===== config.mk =====
export PLATFORM = sky130hd
export DESIGN_NAME = pipe_hazard_ctrl
export DESIGN_NICKNAME = d
export VERILOG_FILES = /design/src/rtl/pipe_hazard_ctrl.sv
export SDC_FILE = /design/constraint.sdc
export NUM_CORES = 1
export LEC_CHECK = 0
export ABC_AREA = 0
export CAP_MARGIN = 30
export CORE_MARGIN = 2
export CORE_UTILIZATION = 30
export DETAILED_ROUTE_END_ITERATION = 6
export GPL_TIMING_DRIVEN = 0
export PLACE_DENSITY = 0.51
export SYNTH_ARGS = -nofsm -noshare
export SYNTH_HDL_FRONTEND = slang
export SYNTH_HIERARCHICAL = 1
export SYNTH_SLANG_ARGS = --single-unit

===== constraint.sdc =====
create_clock -name clk -period 4.05 [get_ports clk]
set_input_delay 1.0125 -clock clk [delete_from_list [all_inputs] [get_ports clk]]
set_output_delay 1.0125 -clock clk [all_outputs]
set_load 0.01 [all_outputs]

===== src/rtl/pipe_hazard_ctrl.sv =====
// pipe_hazard_ctrl -- front-end hazard / flush / freeze sequencer.
//
// Tracks in-flight register writes with one saturating counter per register.
// An ID instruction is held (stall_if/stall_id) while a source is pending, or
// while its destination counter is already at max. For FLUSH_CYC cycles after
// a redirect, the IF_ID register is bubbled. The whole front end freezes on
// ext_stall_i.
//
// Optional feature: define PIPE_HAZARD_CTRL_STAT_EN to build the stall and
// flush statistics counters. When it is undefined, both stat ports read 0.
//
// Ports:
//   clk, rst                  clock, async active-low reset
//   id_valid/re1/re2/raddr*   ID decode fields (sources)
//   id_we/id_waddr            ID destination
//   wb_we/wb_waddr            writeback retire port
//   redirect_i, ext_stall_i   EX redirect pulse, memory-busy freeze
//   stall_if, stall_id        hold PC / hold IF_ID
//   flush_id                  bubble IF_ID
//   issue_o                   ID instruction accepted into EX
//   busy_o                    any write in flight
//   err_o                     sticky retire-with-zero-count error
//   stat_stall_cnt/flush_cnt  statistics (0 unless STAT_EN)

// Per-register pending-write counter.
module pipe_hazard_ctrl_pend #(
    parameter int PEND_W = 2
) (
    input  logic              clk,
    input  logic              rst,
    input  logic              inc,
    input  logic              dec,
    output logic [PEND_W-1:0] cnt
);
    localparam logic [PEND_W-1:0] PMAX = '1;

    always_ff @(posedge clk or negedge rst) begin
        if (!rst)                          cnt <= '0;
        else if (inc && !dec && cnt != PMAX) cnt <= cnt + 1'b1;
        else if (dec && !inc && cnt != '0)   cnt <= cnt - 1'b1;
    end
endmodule

module pipe_hazard_ctrl #(
    parameter int REG_NUM   = 32,
    parameter int RADDR_W   = 5,
    parameter int PEND_W    = 2,
    parameter int FLUSH_CYC = 2
) (
    input  logic               clk,
    input  logic               rst,
    input  logic               id_valid,
    input  logic               id_re1,
    input  logic               id_re2,
    input  logic [RADDR_W-1:0] id_raddr1,
    input  logic [RADDR_W-1:0] id_raddr2,
    input  logic               id_we,
    input  logic [RADDR_W-1:0] id_waddr,
    input  logic               wb_we,
    input  logic [RADDR_W-1:0] wb_waddr,
    input  logic               redirect_i,
    input  logic               ext_stall_i,
    output logic               stall_if,
    output logic               stall_id,
    output logic               flush_id,
    output logic               issue_o,
    output logic               busy_o,
    output logic               err_o,
    output logic [31:0]        stat_stall_cnt,
    output logic [31:0]        stat_flush_cnt
);
    localparam int              FC_W    = (FLUSH_CYC > 1) ? $clog2(FLUSH_CYC) : 1;
    localparam logic [FC_W-1:0] FC_LOAD = FC_W'(FLUSH_CYC - 1);
    localparam logic [PEND_W-1:0] PMAX  = '1;

    typedef enum logic [1:0] {S_RUN, S_FLUSH, S_FREEZE} state_t;

    state_t                          state;
    logic [FC_W-1:0]                 fcnt;
    logic [REG_NUM-1:0][PEND_W-1:0]  pend;
    logic [REG_NUM-1:0]              inc_v, dec_v;
    logic                            hazard;

    // Hazard on a pending source, or on a destination whose counter is full.
    always_comb begin
        hazard = id_valid & (
                 (id_re1 & (id_raddr1 != '0) & (pend[id_raddr1] != '0)) |
                 (id_re2 & (id_raddr2 != '0) & (pend[id_raddr2] != '0)) |
                 (id_we  & (id_waddr  != '0) & (pend[id_waddr]  == PMAX)));
    end

    // Outputs are gated by rst so they drop as soon as reset asserts,
    // whatever the decode inputs are doing.
    assign flush_id = rst & (redirect_i | (state == S_FLUSH));
    assign stall_if = rst & ~flush_id & (ext_stall_i | hazard);
    assign stall_id = stall_if;
    assign issue_o  = rst & id_valid & ~flush_id & ~ext_stall_i & ~hazard;
    assign busy_o   = rst & (|pend);

    always_comb begin
        inc_v = '0;
        dec_v = '0;
        inc_v[id_waddr] = issue_o & id_we;
        dec_v[wb_waddr] = wb_we & (pend[wb_waddr] != '0);
        inc_v[0] = 1'b0;
        dec_v[0] = 1'b0;
    end

    for (genvar r = 0; r < REG_NUM; r++) begin : g_pend
        if (r == 0) begin : g_x0
            assign pend[r] = '0;
        end else begin : g_reg
            pipe_hazard_ctrl_pend #(.PEND_W(PEND_W)) u_pend (
                .clk (clk),
                .rst (rst),
                .inc (inc_v[r]),
                .dec (dec_v[r]),
                .cnt (pend[r])
            );
        end
    end

    always_ff @(posedge clk or negedge rst) begin
        if (!rst)
            err_o <= 1'b0;
        else if (wb_we && wb_waddr != '0 && pend[wb_waddr] == '0)
            err_o <= 1'b1;
    end

    // fcnt counts the remaining S_FLUSH cycles after the redirect cycle itself.
    always_ff @(posedge clk or negedge rst) begin
        if (!rst) begin
            state <= S_RUN;
            fcnt  <= '0;
        end else if (redirect_i) begin
            if (FLUSH_CYC > 1) begin
                state <= S_FLUSH;
                fcnt  <= FC_LOAD;
            end else begin
                state <= S_RUN;
                fcnt  <= '0;
            end
        end else if (state == S_FLUSH) begin
            fcnt <= fcnt - 1'b1;
            if (fcnt == FC_W'(1))
                state <= ext_stall_i ? S_FREEZE : S_RUN;
        end else begin
            state <= ext_stall_i ? S_FREEZE : S_RUN;
        end
    end

`ifdef PIPE_HAZARD_CTRL_STAT_EN
    logic [31:0] st_q, fl_q;
    always_ff @(posedge clk or negedge rst) begin
        if (!rst) begin
            st_q <= '0;
            fl_q <= '0;
        end else begin
            if (hazard && !flush_id && !ext_stall_i) st_q <= st_q + 32'd1;
            if (flush_id)                            fl_q <= fl_q + 32'd1;
        end
    end
    assign stat_stall_cnt = st_q;
    assign stat_flush_cnt = fl_q;
`else
    assign stat_stall_cnt = 32'h0;
    assign stat_flush_cnt = 32'h0;
`endif

endmodule


==> flow_summary.json <==
{
  "status": "finished with violations",
  "violations": "setup timing",
  "route.detailed.drc": 0,
  "hold_viol_final": 0,
  "cts_htree_levels": 3,
  "timing.fmax_mhz": 243.7,
  "gr-usage-all-layers_pct": 16.87,
  "synth.distinct_cells": 51,
  "hold_buffers": 0,
  "cp-start-kind": "input port",
  "vias": 5565,
  "path_class": "input port to output port",
  "ant_nets": 0,
  "area_growth_pct": 21.42,
  "reg2reg_depth": 10,
  "r2r-end": "g_pend[24].g_reg.u_pend/cnt[0]",
  "async_reset_ff_share_pct": 100.0,
  "post-route-min-period_ns": 4.104,
  "cp_max_fo": 5,
  "nets": 877,
  "powerDensity_nw_per_um2": 223.1,
  "clock_latency_ns": 0.35,
  "netlist.area_leader.share_pct": 26.38,
  "cts_inserted_buffers": 9,
  "grt-ovfl-total": 0,
  "regToRegSetupSlack_ns": 0.90,
  "cts_buffer_depth": 2,
  "antenna_found_initial": 2,
  "yosysTopAreaCell": "dfrtp_1",
  "synth.area.top_cells": "dfrtp_1, nor2_1, mux4_2, buf_4, nand2b_1",
  "grt_max_degree": 42,
  "ys_seq_area_share_pct": 26.38,
  "rsz0062_at_grt": "yes",
  "worstHoldPathType": "flop to flop",
  "worstPathRequired_ns": 3.04,
  "rr_startpoint": "g_pend[25].g_reg.u_pend/cnt[1]",
  "synth_edf_count": 0,
  "slew_headroom_pct": 60.78,
  "power_mw": 1.696,
  "tritoncts": "built",
  "die_y_um": 148.5,
  "start_util_pct": 30.74,
  "placementRows": 52,
  "min_path_cells": 1,
  "routed_via_density": 4.955,
  "post-dp-hpwl_um": 13770,
  "avgRoutedWirePerCell_um": 16.28,
  "synth_cells": 740,
  "cts_sinks": 66,
  "gp_congestion": 0.8865,
  "drtPass1Iterations": 5,
  "core_um2": 20360,
  "grt_pass1_wl_um": 28370,
  "leakagePower_nw": 3.061,
  "grt_pass1_vias": 5027,
  "fin_ws_ns": -0.05400,
  "endpoint_kind": "output port",
  "die_x_um": 148.5,
  "drive_gt1_share_pct": 29.58,
  "io_pins": 99,
  "wirelength_um": 18280,
  "ir_drop_mv": 0.1721,
  "skew_ns": 0.006424,
  "tightest_slew_ns": 0.5883,
  "slew_viol_final": 0,
  "worstHoldStart": "err_o",
  "min_to": "err_o",
  "min_period_over_period_pct": 101.3,
  "netlist_area_um2": 6261,
  "yosysWarnings": 6,
  "clkTransAtPathRegs_ns": 0.05,
  "first_iter_violations": 434,
  "die_area_um2": 22040,
  "setup_viol": 1,
  "root_buffer": "clkbuf_16",
  "portBuffers": 27,
  "cap_violations": 0,
  "avgSynthCellArea_um2": 8.461,
  "critPathArrivalTime_ns": 3.09,
  "whs_ns": 0.5344,
  "ys.flop_type": "dfrtp_1",
  "ys_ff_latch": 66
}
[worst max-delay path: stages]
cell and delay [ns]:
buf_12 0.12, clkinv_8 0.05, mux4_2 0.50, mux4_2 0.49, a211o_4 0.36, nand4_1 0.14
o2111a_1 0.22, buf_4 0.11, buf_6 0.09
[worst max-delay path by stage]
stage,from,end,slack [ns],cells past startpoint
after floorplan,id_raddr1[1],stall_if,0.007,7
after global placement,rst,issue_o,-2.58,4
after detailed placement,id_raddr1[0],stall_if,-1.17,9
after CTS,id_raddr1[0],stall_if,-0.06,9
after global routing,id_raddr1[0],stall_if,-0.12,9
final,id_raddr1[0],stall_if,-0.05,9
[what timing repair did]
item	CTS	global route
hold endpoints to repair	0	0
gates resized for setup	62	20
pin swaps	4	3
buffers inserted	10	2
setup endpoints to repair	35	33
[per-stage QoR]
step	std cells	setup WS (ns)	setup TNS [ns]	cell area [um2]	util (%)
2_1_floorplan	803	0.007455	0	6497	-
3_3_place_gp	1100	-2.577	-206.87	7106	34.89
3_5_place_dp	1101	-1.174	-23.92	7131	35.01
4_1_cts	1120	-0.06192	-0.06192	7541	37.03
5_1_grt	1123	-0.1157	-0.1656	7602	37.33
6_report	1123	-0.05400	-0.05400	7602	37.33
[metal layers]
| metal | share of wire [%] | track usage, % |
|---|---|---|
| met1 | 45 | 23.15 |
| met2 | 44 | 25.81 |
| met3 | 8.9 | 4.448 |
| met4 | 2.0 | 5.714 |
| met5 | 0.077 | 0 |
[cell families after synthesis]
family / share of synthesized area [%]
compound gates: 13.89
mux: 13.23
other cells: 0.05989
flops: 26.38
simple gates: 36.95
buf+inv: 9.492
[synthesized netlist by cell type, types with 3 or more instances]
master	number
a21oi_1	33
a21oi_2	31
and3b_1	31
buf_1	3
buf_2	4
buf_4	65
clkbuf_1	11
dfrtp_1	66
inv_1	5
inv_2	4
mux2i_1	31
mux4_2	22
nand2_1	10
nand2b_1	64
nand3_1	6
nand3b_1	6
nand4_1	9
nand4_2	3
nor2_1	166
nor2b_2	31
nor3_1	10
nor3_2	31
nor4_1	8
o21ai_1	33
o22ai_1	17
or3_1	5
or3b_1	3
[report_power, final]
part	switching, mW	internal (mW)	total, mW
logic	0.165	0.145	0.311
registers	0.0151	0.670	0.685
clock network	0.294	0.406	0.700
total	0.474	1.22	1.70
[registers in the layout (all words and copies together) (netlist names)]
signal	cells
g_pend.g_reg.u_pend/cnt	62
state	2
err_o	1
fcnt	1
[area by class of cell]
class | instances | area [um2]
fillers | 2082 | 12760
inverters | 9 | 53.80
flip-flops and latches | 66 | 1652
plain buffers | 77 | 579.3
clock inverters | 4 | 20.02
well taps | 270 | 337.8
multi-input cells | 645 | 4343
clock buffers | 11 | 232.7
diodes | 1 | 2.502
repair buffers | 40 | 381.6
[cell usage in the layout (no fill, tap or decap), types with 9 or more instances in the layout]
| master | synthesis | layout |
|---|---|---|
| clkbuf_16 | 0 | 9 |
| nor3_2 | 31 | 31 |
| mux2i_1 | 31 | 28 |
| and3b_1 | 31 | 31 |
| nor2b_2 | 31 | 31 |
| mux4_2 | 22 | 22 |
| buf_4 | 65 | 79 |
| o22ai_1 | 17 | 15 |
| nor3_1 | 10 | 10 |
| nand2b_1 | 64 | 64 |
| clkdlybuf4s50_1 | 0 | 17 |
| dfrtp_1 | 66 | 66 |
| a21oi_2 | 31 | 31 |
| nor2_1 | 166 | 166 |
| a21oi_1 | 33 | 33 |
| conb_1 | 1 | 64 |
| o21ai_1 | 33 | 33 |
| nand4_1 | 9 | 9 |
| nand2_1 | 10 | 10 |
Power figures use the tool's default switching activity.
